[src/rtl/lp_pkg.sv]
// rtl/lp_pkg.sv - shared line-state, FSM-state and escape command encodings
package lp_pkg;

    localparam logic [1:0] LP11 = 2'b11;
    localparam logic [1:0] LP10 = 2'b10;
    localparam logic [1:0] LP01 = 2'b01;
    localparam logic [1:0] LP00 = 2'b00;

    localparam logic [3:0] ST_STOP      = 4'd0;
    localparam logic [3:0] ST_HS_RQST   = 4'd1;
    localparam logic [3:0] ST_LP_RQST   = 4'd2;
    localparam logic [3:0] ST_LP_YIELD  = 4'd3;
    localparam logic [3:0] ST_ESC_RQST  = 4'd4;
    localparam logic [3:0] ST_ESC_GO    = 4'd5;
    localparam logic [3:0] ST_CMD       = 4'd6;
    localparam logic [3:0] ST_LPDT      = 4'd7;
    localparam logic [3:0] ST_ULPS      = 4'd8;
    localparam logic [3:0] ST_TRIG_WAIT = 4'd9;
    localparam logic [3:0] ST_ERR_WAIT  = 4'd10;

    localparam logic [7:0] CMD_LPDT  = 8'hE1;
    localparam logic [7:0] CMD_ULPS  = 8'h1E;
    localparam logic [7:0] CMD_TRIG0 = 8'h62;
    localparam logic [7:0] CMD_TRIG1 = 8'h5D;
    localparam logic [7:0] CMD_TRIG2 = 8'h21;
    localparam logic [7:0] CMD_TRIG3 = 8'hA0;

    function automatic logic is_trigger(input logic [7:0] code);
        return (code == CMD_TRIG0) || (code == CMD_TRIG1) ||
               (code == CMD_TRIG2) || (code == CMD_TRIG3);
    endfunction

endpackage

[src/rtl/lp_line_filter.sv]
// rtl/lp_line_filter.sv - 2-bit LP line synchronizer and glitch filter
module lp_line_filter
    import lp_pkg::*;
#(
    parameter int SYNC_STAGES = 2,
    parameter int FILT_CYC    = 4
) (
    input  logic       clk,
    input  logic       reset,
    input  logic [1:0] line,
    output logic [1:0] state
);

    localparam logic [3:0] FILT_LEN = 4'(FILT_CYC);

    logic [SYNC_STAGES-1:0][1:0] sync_q;
    logic [1:0]                  sample;
    logic [1:0]                  cand;
    logic [3:0]                  cnt;
    logic [3:0]                  run_len;

    assign sample = sync_q[SYNC_STAGES-1];

    // Length of the current run of identical samples, including this one
    always_comb begin
        run_len = (sample == cand) ? cnt + 4'd1 : 4'd1;
    end

    // Metastability chain; idle line level is 11
    always_ff @(posedge clk) begin
        if (reset) begin
            sync_q <= {SYNC_STAGES{LP11}};
        end else begin
            sync_q <= {sync_q[SYNC_STAGES-2:0], line};
        end
    end

    // Accept a new line state only after a long enough stable run
    always_ff @(posedge clk) begin
        if (reset) begin
            state <= LP11;
            cand  <= LP11;
            cnt   <= '0;
        end else begin
            cand <= sample;
            if (sample == state) begin
                cnt <= '0;
            end else if (run_len >= FILT_LEN) begin
                state <= sample;
                cnt   <= '0;
            end else begin
                cnt <= run_len;
            end
        end
    end

endmodule

[src/rtl/lp_escape_rx.sv]
// rtl/lp_escape_rx.sv - LP escape-mode receiver: request sequences, command, LPDT and ULPS decode
module lp_escape_rx
    import lp_pkg::*;
#(
    parameter int SYNC_STAGES = 2,
    parameter int FILT_CYC    = 4
) (
    input  logic       i_CLK_100MHZ,
    input  logic       i_reset,
    input  logic       i_lp_p,
    input  logic       i_lp_n,
    output logic [1:0] o_lp_state,
    output logic       o_stop,
    output logic       o_hs_req,
    output logic       o_lpdt,
    output logic       o_ulps,
    output logic [7:0] o_byte,
    output logic       o_byte_valid,
    output logic       o_trigger,
    output logic [7:0] o_trig_code,
    output logic       o_eot,
    output logic       o_err_esc,
    output logic       o_err_sync,
    output logic       o_err_ctrl
);

    logic [1:0] lp_state;
    logic [1:0] lp_prev;
    logic [3:0] state;
    logic [2:0] bit_cnt;
    logic [6:0] shreg;
    logic       line_change;
    logic       decoding;
    logic       mark_now;
    logic       rx_bit;
    logic [7:0] rx_byte;
    logic       seq_ok;
    logic [3:0] seq_next;

    lp_line_filter #(
        .SYNC_STAGES (SYNC_STAGES),
        .FILT_CYC    (FILT_CYC)
    ) u_line_filter (
        .clk   (i_CLK_100MHZ),
        .reset (i_reset),
        .line  ({i_lp_p, i_lp_n}),
        .state (lp_state)
    );

    assign o_lp_state  = lp_state;
    assign o_stop      = (state == ST_STOP);
    assign o_lpdt      = (state == ST_LPDT);
    assign o_ulps      = (state == ST_ULPS);
    assign line_change = (lp_state != lp_prev);
    assign decoding    = (state == ST_ESC_GO) || (state == ST_CMD) || (state == ST_LPDT);
    assign mark_now    = (lp_state == LP10) || (lp_state == LP01);
    // The mark that preceded the current space carries the bit value
    assign rx_bit      = (lp_prev == LP10);
    assign rx_byte     = {rx_bit, shreg};

    // Legal next hop of the request/entry handshakes for the new line state
    always_comb begin
        seq_ok   = 1'b0;
        seq_next = ST_ERR_WAIT;
        case (state)
            ST_STOP: begin
                if (lp_state == LP10) begin
                    seq_ok   = 1'b1;
                    seq_next = ST_LP_RQST;
                end else if (lp_state == LP01) begin
                    seq_ok   = 1'b1;
                    seq_next = ST_HS_RQST;
                end
            end
            ST_HS_RQST: begin
                seq_ok   = (lp_state == LP00);
                seq_next = ST_ERR_WAIT;
            end
            ST_LP_RQST: begin
                seq_ok   = (lp_state == LP00);
                seq_next = ST_LP_YIELD;
            end
            ST_LP_YIELD: begin
                seq_ok   = (lp_state == LP01);
                seq_next = ST_ESC_RQST;
            end
            ST_ESC_RQST: begin
                seq_ok   = (lp_state == LP00);
                seq_next = ST_ESC_GO;
            end
            default: begin
                seq_ok   = 1'b0;
                seq_next = ST_ERR_WAIT;
            end
        endcase
    end

    // Line-event driven protocol FSM with byte assembly and one-cycle event pulses
    always_ff @(posedge i_CLK_100MHZ) begin
        if (i_reset) begin
            state        <= ST_STOP;
            lp_prev      <= LP11;
            bit_cnt      <= '0;
            shreg        <= '0;
            o_byte       <= '0;
            o_trig_code  <= '0;
            o_hs_req     <= 1'b0;
            o_byte_valid <= 1'b0;
            o_trigger    <= 1'b0;
            o_eot        <= 1'b0;
            o_err_esc    <= 1'b0;
            o_err_sync   <= 1'b0;
            o_err_ctrl   <= 1'b0;
        end else begin
            lp_prev      <= lp_state;
            o_hs_req     <= 1'b0;
            o_byte_valid <= 1'b0;
            o_trigger    <= 1'b0;
            o_eot        <= 1'b0;
            o_err_esc    <= 1'b0;
            o_err_sync   <= 1'b0;
            o_err_ctrl   <= 1'b0;
            if (!decoding) begin
                bit_cnt <= '0;
                shreg   <= '0;
            end
            if (line_change) begin
                case (state)
                    ST_STOP, ST_HS_RQST, ST_LP_RQST, ST_LP_YIELD, ST_ESC_RQST: begin
                        if (lp_state == LP11) begin
                            state <= ST_STOP;
                        end else if (seq_ok) begin
                            state    <= seq_next;
                            o_hs_req <= (state == ST_HS_RQST);
                        end else begin
                            o_err_ctrl <= 1'b1;
                            state      <= ST_ERR_WAIT;
                        end
                    end
                    ST_ESC_GO, ST_CMD, ST_LPDT: begin
                        if (mark_now) begin
                            if (lp_prev != LP00) begin
                                o_err_ctrl <= 1'b1;
                                state      <= ST_ERR_WAIT;
                            end else if (state == ST_ESC_GO) begin
                                state <= ST_CMD;
                            end
                        end else if (lp_state == LP00) begin
                            shreg   <= rx_byte[7:1];
                            bit_cnt <= bit_cnt + 3'd1;
                            if (bit_cnt == 3'd7) begin
                                if (state == ST_LPDT) begin
                                    o_byte       <= rx_byte;
                                    o_byte_valid <= 1'b1;
                                end else if (rx_byte == CMD_LPDT) begin
                                    state <= ST_LPDT;
                                end else if (rx_byte == CMD_ULPS) begin
                                    state <= ST_ULPS;
                                end else if (is_trigger(rx_byte)) begin
                                    o_trig_code <= rx_byte;
                                    o_trigger   <= 1'b1;
                                    state       <= ST_TRIG_WAIT;
                                end else begin
                                    o_err_esc <= 1'b1;
                                    state     <= ST_ERR_WAIT;
                                end
                            end
                        end else begin
                            // Line returned to 11: clean only if it followed a mark on a byte boundary
                            if (lp_prev == LP00) begin
                                o_err_ctrl <= 1'b1;
                            end else if (bit_cnt == 3'd0) begin
                                o_eot <= 1'b1;
                            end else begin
                                o_err_sync <= 1'b1;
                            end
                            state <= ST_STOP;
                        end
                    end
                    ST_ULPS, ST_TRIG_WAIT: begin
                        if (lp_state == LP11) begin
                            o_eot <= 1'b1;
                            state <= ST_STOP;
                        end
                    end
                    ST_ERR_WAIT: begin
                        if (lp_state == LP11) begin
                            state <= ST_STOP;
                        end
                    end
                    default: begin
                        state <= ST_STOP;
                    end
                endcase
            end
        end
    end

endmodule

[config.mk]
export PLATFORM = sky130hd
export DESIGN_NAME = lp_escape_rx
export DESIGN_NICKNAME = d
export VERILOG_FILES = /design/src/rtl/lp_pkg.sv /design/src/rtl/lp_line_filter.sv /design/src/rtl/lp_escape_rx.sv
export SDC_FILE = /design/constraint.sdc
export NUM_CORES = 1
export LEC_CHECK = 0
export CAP_MARGIN = 20
export CORE_MARGIN = 4
export CORE_UTILIZATION = 55
export CTS_BUF_LIST = sky130_fd_sc_hd__clkbuf_8
export CTS_CLUSTER_DIAMETER = 30
export DETAILED_ROUTE_END_ITERATION = 16
export DONT_BUFFER_PORTS = 1
export GPL_TIMING_DRIVEN = 0
export PLACE_DENSITY_LB_ADDON = 0.08
export SETUP_SLACK_MARGIN = 0.05
export SLEW_MARGIN = 20
export SYNTH_ARGS = -nofsm -noshare
export SYNTH_HDL_FRONTEND = slang
export SYNTH_SLANG_ARGS = --single-unit
[constraint.sdc]
create_clock -name i_CLK_100MHZ -period 2.3 [get_ports i_CLK_100MHZ]
set_clock_uncertainty 0.2 [all_clocks]
set_input_delay 0.46 -clock i_CLK_100MHZ [delete_from_list [all_inputs] [get_ports i_CLK_100MHZ]]
set_output_delay 0.46 -clock i_CLK_100MHZ [all_outputs]
set_load 0.005 [all_outputs]
### Word level (Yosys, flattened, before mapping)

Cells that the tools add are included.

* register bits: 51
* bits in latches: 0
* memory bits (writable): 0
* bits in read-only memories: 0
* bits of input ports: 4
* output and inout port bits: 28
* word-level logic and storage cells: 133
* memories: 0

* $add $sub $neg: 2
* $mul: 0
* div/mod/pow operators: 0
* magnitude comparators: 1
* eq/ne operators: 28
* shift-type cells: 0
* mux-type cells: 47
* bitwise operators: 11
* reduce and logical (&&, ||, !) cells: 26

Operator list (number)
* $mux W4: 13
* $mux W7: 5
* $mux W1: 17
* $eq A4 B3 Y1 const B: 4
* $eq A8 B7 Y1 const B: 2
* $eq A8 B8 Y1 const B: 2
* $pmux W4 S4: 1
* $mux W3: 5
* $eq A4 B4 Y1 const B: 3
* $ne A4 B4 Y1 const B: 3
* $pmux W4 S3: 1
* $reduce_or A3 Y1: 4
* $reduce_or A6 Y1: 2
* $not A1 Y1: 11
* $reduce_or A5 Y1: 2
* $reduce_and A9 Y1: 1
* $reduce_or A9 Y1: 1
* $eq A4 B2 Y1 const B: 2
* $eq A8 B5 Y1 const B: 1
* $eq A8 B6 Y1 const B: 1
* $eq A2 B2 Y1 const B: 3
* $logic_or A1 B1 Y1: 6
* $reduce_and A6 Y1: 1
* $reduce_and A5 Y1: 1
* other kinds (18): 23

### Longest topological paths before layout

Gate-level depths: netlist of the first run.

* depth in word-level cells: 13
* depth in mapped cells: 9
* gate-level depth less buffers: 7

### Modules after synthesis

A second synthesis of the first run with hierarchy kept.

* cells, all modules: 262
* area total of the unflattened synthesis: 2452.4 um^2

Modules (own cells, without submodules)
* lp_escape_rx: times used 1, cells each 217, area each 1973.1 um^2, seq. area each 780.7 um^2
* lp_line_filter: times used 1, cells each 45, area each 479.2 um^2, seq. area each 240.2 um^2

### Worst setup path before layout of the first run

Ideal clock, no wire load.

* path type: register to register
* start: register u_line_filter.state[0]
* end: register o_trig_code[7]
* setup time: 0.121 ns
* data arrival time: 2.200 ns
* required time: 1.979 ns
* slack: -0.222 ns
* cell stages (with the launch flop): 8
* path buffers: 0
* period minus slack after synthesis: 2.522 ns
* path through: dfxtp_1 -> inv_1 -> ha_1 -> nand2b_1 -> a21oi_1 -> nand4_2 -> nor3_4 -> mux2_4

* cells in the longest elaborated chain, start to end: 4
* elaborated cells between the ends (all ways): 7
* classes of those cells: eq/ne: 3; bitwise: 1; reduce/logical: 3

Ends and longest elaborated chain
* start: declaration: line lp_line_filter.sv:11 `output logic [1:0] state`
* start signal: assignment: line lp_line_filter.sv:49 `state <= sample;`
* $eq A2 B2 Y1 / $eq A2 B1 Y1 (equally long branches): line lp_escape_rx.sv:56 `assign mark_now = (lp_state == LP10) || (lp_state == LP01);`
* $logic_or A1 B1 Y1: line lp_escape_rx.sv:56
* $not A1 Y1 (no source line)
* $reduce_and A9 Y1 (no source line) *
* end signal: assignment: line lp_escape_rx.sv:160 `o_trig_code <= rx_byte;`
* end: declaration: line lp_escape_rx.sv:20 `output logic [7:0] o_trig_code,`

Mark *: on every way between the ends. The rest lies on a longest branch, timed or not.
A chain may end at the register's enable or synchronous reset.

### Final worst setup path of the first run

* start: register shreg[2]
* end: register state[3]

* cells in the longest elaborated chain, start to end: 7

Ends and longest elaborated chain
* start: declaration: line lp_escape_rx.sv:31 `logic [6:0] shreg;`
* start signal: assignment: line lp_escape_rx.sv:149 `shreg <= rx_byte[7:1];`
* $eq A8 B8 Y1: line lp_escape_rx.sv:155 `end else if (rx_byte == CMD_LPDT) begin`
* $mux W4: line lp_escape_rx.sv:155
* $mux W4: line lp_escape_rx.sv:152 `if (state == ST_LPDT) begin`
* $mux W4: line lp_escape_rx.sv:151 `if (bit_cnt == 3'd7) begin`
* $mux W4: line lp_escape_rx.sv:148 `end else if (lp_state == LP00) begin`
* $mux W4: line lp_escape_rx.sv:141 `if (mark_now) begin`
* $pmux W4 S3: line lp_escape_rx.sv:128 `case (state)`
* end signal: assignment: line lp_escape_rx.sv:133 `state <= seq_next;`
* end: declaration: line lp_escape_rx.sv:29 `logic [3:0] state;`

No other way between the ends. The select of a mux whose other input is x is not followed.

==> run summary, run 1 <==
status = finished with violations
failing checks = negative setup slack
crit-path max FO = 6
Die Y = 75.7 µm
TritonCTS Buffers = 5
f_max = 422 MHz
fraction of registers with async set/reset = 0%
placeable core region = 4380 µm²
Cell Rows = 24
top cells by area, synth = dfxtp_1 (41%), mux2i_1 (9.5%), nor2_1 (4.8%)
P_leak = 0.989 nW
post-synth top area share = 40.5%
Post-Syn Area = 2520 µm²
CP endpoint kind = flip-flop
most frequent cells after synthesis = dfxtp_1 (51), nor2_1 (32), mux2i_1 (24)
sequential power share = 57.4%
Setup WS pre-CTS = -0.315 ns
Worst setup SP type = flip-flop
Post-Layout Cell Count = 339
post-DR wirelength/cell = 15.8 µm
crit path DAT = 2.36 ns
vias = 1893
flops & latches, synth = 51
Routability Congestion = 0.853
Peak VDD IR = 0.000395 V
Sw Ratio = 25.9%
internal power = 0.00117 W
Total Wirelength = 5350 µm
reported max-cap violation count = 0
most common cell in the netlist = dfxtp_1
first-pass GRT wire length = 8630 µm
dpl cell area = 2650 µm²
# DRC = 0
CP cell instances = or4b_4 > buf_8 > or4b_4 > a211oi_2 > o31a_1 > o22ai_1
Clk pin slew, worst setup/hold paths = 0.10 ns
register area = 1040 µm²
Ports = 32
Seq/Total Area, Yosys = 40.5%
Synth cell types = 53
total track usage = 19.7%
PortBufs = 0
clock tree buffer depth = 2
cell taking the most area after synthesis = dfxtp_1
H-tree depth = 2
pin count of the biggest net entering global routing = 19
Final Worst Setup Slack = -0.0712 ns
hpwl dp = 3680 µm
die width = 75.7 µm
Root Driver = clkbuf_8
synth warn = 0
Sink Count = 51
min-delay worst type = input pin to flip-flop
ANT cells = 0
Final Max Tran Viols = 0
CTS tree = done
clock power share = 34.1%
First-pass DRT Iterations = 4
fillcell total = 370
share of layout cells above drive strength 1 = 24.7%
Power Density = 536 nW/µm²
TNS Setup = -0.277 ns
initial antenna violation count = 0
drt first-iter violations = 163
Slew @ Worst Pin = 0.696 ns
worst-skew pair later-pin latency = 0.31 ns
Initial Util = 57.5%
final period utilization = 103%
RSZ-0062 raised after global routing = true
multi-input logic area = 1550 µm²
largest stage delay on the critical path = 0.55 ns
Final ANT Viol Nets = 0
final setup vio count = 9
Worst path slowest cell = or4b_4
slew margin rel. = 52.4%
Comb pwr share = 8.5%
end-of-flow core utilization = 67.3%
switching pwr = 0.000409 W
crit-path most repeated cell = or4b_4
EDFF count, synth = 0
Nets = 298
critical path type = flip-flop to flip-flop
vias in the first global route = 1735
Post-Syn Area per Cell = 9.33 µm²
fin crit period = 2.37 ns
fin area = 2950 µm²
Critical Path RT = 2.28 ns
synth-to-layout area growth = 17.1%
GRT overflow = 0
Die Area = 5730 µm²
dpl cells = 323
Via-to-Cell Ratio = 5.58
cts hold-fix bufs = 0
final hold vios = 0
dominant synthesized flop cell = dfxtp_1
post-synthesis cell count = 270
[flip-flops by register name, indices dropped and copies added, names as in the netlist]
register              flops
o_byte                    8
o_trig_code               8
shreg                     7
state                     4
u_line_filter.cnt         4
bit_cnt                   3
lp_prev                   2
u_line_filter.cand        2
u_line_filter.sample      2
u_line_filter.state       2
u_line_filter.sync_q      2
o_byte_valid              1
o_eot                     1
o_err_ctrl                1
o_err_esc                 1
o_err_sync                1
o_hs_req                  1
o_trigger                 1
[power by group through the flow]
stage	Clock [W]	Sequential [W]	Combinational, W
floorplan	0	0.000925	0.0000968
global placement	0	0.000928	0.000119
detailed placement	0	0.000928	0.000121
CTS	0.000556	0.000905	0.000125
global route	0.000597	0.000912	0.000147
finish	0.000539	0.000909	0.000135
[layout by cell type, fill, tap and decap left out, types with 4 or more instances in the layout]
cell type,instances
clkbuf_1,6
mux2i_1,23
nor2_1,30
xnor2_1,7
dfxtp_1,45
nor2b_1,5
buf_4,9
or2_2,10
inv_1,7
nor3_1,8
nand2b_1,14
o21ai_0,4
nand2_1,13
ha_1,7
nand3_1,6
clkbuf_8,5
[cell families (layout without fill, tap and decap cells)]
| family | Yosys count | count (layout) | share of synthesized area, % |
|---|---|---|---|
| AND/OR/NAND/NOR | 119 | 119 | 26.9 |
| adder cells (fa/ha/maj) | 8 | 8 | 3.97 |
| AO/OA/AOI/OAI | 29 | 29 | 9.24 |
| other | 1 | 2 | 0.149 |
| XOR/XNOR | 8 | 8 | 2.78 |
| flip-flops | 51 | 51 | 40.5 |
| buffers and inverters | 24 | 40 | 4.07 |
| multiplexers | 30 | 30 | 12.4 |
[final cells by class]
class,count,area share [%]
well taps,52,2.21
plain buffers,15,2.93
repair buffers,10,2.97
inverters,7,0.891
multi-input cells,196,52.6
clock inverters,3,0.975
clock buffers,5,2.33
flip-flops and latches,51,35.1
[final timing paths]
kind | slack (ns) | endpoint | startpoint | cells after the start
setup / recovery | -0.07 | state[3] | shreg[2] | 6
hold / removal | 0.05 | u_line_filter.sync_q[0] | i_lp_n | 1
setup reg to reg | -0.07 | state[3] | shreg[2] | 6
hold reg to reg | 0.22 | u_line_filter.sample[1] | u_line_filter.sync_q[1] | 1
[per-stage QoR]
step	power [W]	hold WS, ns
final	0.00158	0.0505
after floorplan	0.00102	0.189
after global placement	0.00105	0.194
after detailed placement	0.00105	0.198
after global routing	0.00166	0.0318
after CTS	0.00159	0.0389
[what timing repair did]
| item | in CTS | in global routing |
|---|---|---|
| buffers inserted | 4 | 6 |
| endpoints found under the setup margin | 30 | 22 |
| gates resized for setup | 17 | 19 |
| pin swaps | 3 | 1 |
[critical path: cells and delay by family, from the launching register on]
kind                   cells  cell delay (ns)
AOI/OAI and AO/OA          3             0.46
and+or+nand+nor            2             1.08
DFF                        1             0.35
buffers and inverters      1             0.15
[metal layers]
layer | track usage, % | vias to the layer above | share of wire (%)
li1 | - | 964 | -
met1 | 26.6 | 876 | 42
met2 | 32.0 | 47 | 51
met3 | 4.88 | 6 | 5.9
met4 | 4.66 | 0 | 1.2
met5 | 0 | - | 0
No activity file was read; power rests on OpenSTA's default activity.
==> inputs of run 2 (changes only) <==
CAP_MARGIN = 5   (was 20)
clock period = 2.6 ns   (was 2.3 ns; I/O delays follow)
==> run summary, run 2 (same netlist as run 1, synthesis figures left out) <==
drt first-iter violations = 146
status = complete, no violations
R2R Setup Slk = 0.17 ns
synth-to-layout area growth = 8.94%
Final Worst Setup Slack = 0.173 ns
Cell Rows = 24
Comb pwr share = 7.3%
fillcell total = 390
critical path type = flip-flop to flip-flop
FF-to-FF path depth = 6
PortBufs = 0
clock power share = 38.3%
post-DR wirelength/cell = 15.0 µm
Worst setup SP type = flip-flop
final hold vios = 0
register area = 1030 µm²
grt peak-use layer = met2
placeable core region = 4380 µm²
pin count of the biggest net entering global routing = 18
Peak VDD IR = 0.000394 V
hpwl dp = 3600 µm
Die Y = 75.7 µm
Setup WS pre-CTS = -0.272 ns
multi-input logic area = 1420 µm²
commonest non-fill, non-tap cell in the layout = dfxtp_1
Nets = 291
met1 global-route usage = 24.6%
Ports = 32
# DRC = 0
crit-path max FO = 7
TNS Setup = 0 ns
Clk pin slew, worst setup/hold paths = 0.10 ns
reported max-cap violation count = 0
met2 GRT Util = 30.5%
ANT cells = 0
CTS tree = done
initial antenna violation count = 0
TritonCTS Buffers = 5
final setup vio count = 0
Sw Ratio = 23.7%
share of layout cells above drive strength 1 = 15.7%
Initial Util = 57.5%
first-pass GRT wire length = 8200 µm
slew margin rel. = 62.4%
f_max = 412 MHz
H-tree depth = 2
die width = 75.7 µm
Critical Path RT = 2.57 ns
crit path DAT = 2.40 ns
internal power = 0.00112 W
Via-to-Cell Ratio = 5.58
Die Area = 5730 µm²
largest registers = o_byte: 8 flops, o_trig_code: 8 flops, shreg: 7 flops
vias in the first global route = 1695
fin area = 2750 µm²
dpl cell area = 2590 µm²
min-delay worst type = input pin to flip-flop
First-pass DRT Iterations = 4
Post-Layout Cell Count = 332
Total Wirelength = 5000 µm
Final Max Tran Viols = 0
hold path depth = 1
sequential power share = 54.5%
Power Density = 536 nW/µm²
total track usage = 18.8%
GR Util met3 = 5.28%
vias = 1851
Root Driver = clkbuf_8
Slew @ Worst Pin = 0.562 ns
final period utilization = 93.4%
GRT overflow = 0
CP endpoint kind = flip-flop
most frequent cells in the layout = dfxtp_1 (49), nor2_1 (32), mux2i_1 (24)
Routability Congestion = 0.850
Sink Count = 51
RSZ-0062 raised after global routing = false
switching pwr = 0.000349 W
worst-skew pair later-pin latency = 0.30 ns
P_leak = 0.928 nW
Final ANT Viol Nets = 0
fin crit period = 2.43 ns
dpl cells = 323
clock tree buffer depth = 2
[run 2: cell type report]
class | instances | share of cell area [%]
tap | 52 | 2.37
inverter | 7 | 0.957
clock inverter | 3 | 1.69
clock buffer | 5 | 2.51
buffer | 16 | 2.83
timing repair buffer | 2 | 0.547
sequential | 51 | 37.4
multi-input combinational | 196 | 51.7
[run 2: repair_timing]
| item | in CTS | in global routing |
|---|---|---|
| pin swaps | 1 | 0 |
| cloned | 0 | 0 |
| hold buffers | 0 | 0 |
| gates resized for setup | 6 | 5 |
| endpoints found under the setup margin | 30 | 18 |
| buffers inserted | 2 | 0 |
[run 2: stage by stage]
stage | total power [W] | util [%] | hold slack [ns]
2_1_floorplan | 0.000901 | - | 0.189
3_3_place_gp | 0.000924 | 59.0 | 0.192
3_5_place_dp | 0.000924 | 59.0 | 0.197
4_1_cts | 0.00149 | 62.4 | 0.0996
5_1_grt | 0.00152 | 62.6 | 0.0915
6_report | 0.00147 | 62.6 | 0.111
[run 2: worst paths after layout]
kind	startpoint	to
hold / removal	i_lp_n	u_line_filter.sync_q[0]
setup / recovery	shreg[2]	state[3]
setup reg to reg	shreg[2]	state[3]
hold reg to reg	u_line_filter.sync_q[1]	u_line_filter.sample[1]
[run 2: metal layers]
layer | up-vias | share of wire [%]
met1 | 858 | 47
met5 | - | 0
met3 | 4 | 4.7
li1 | 952 | -
met2 | 37 | 48
met4 | 0 | 1.1
[run 2: critical path, stage by stage, from the launching register on]
cell and delay (ns):
dfxtp_1 0.36, or4b_4 0.54, buf_6 0.15, or4b_4 0.53, a211oi_1 0.25, o31a_1 0.19, o22ai_1 0.08
[run 2: power groups by stage]
| stage | Combinational (W) | Sequential [W] | Clock [W] |
|---|---|---|---|
| floorplan | 0.0000832 | 0.000818 | 0 |
| CTS | 0.000105 | 0.000803 | 0.000578 |
| finish | 0.000107 | 0.000802 | 0.000563 |
| global route | 0.000119 | 0.000804 | 0.000599 |
| detailed placement | 0.000103 | 0.000821 | 0 |
| global placement | 0.000103 | 0.000821 | 0 |
==> inputs of run 3 (changes only) <==
RECOVER_POWER = 50   (was default)
==> results of run 3 <==
Same layout as run 2: the final DEF is identical, and so are final timing and power.
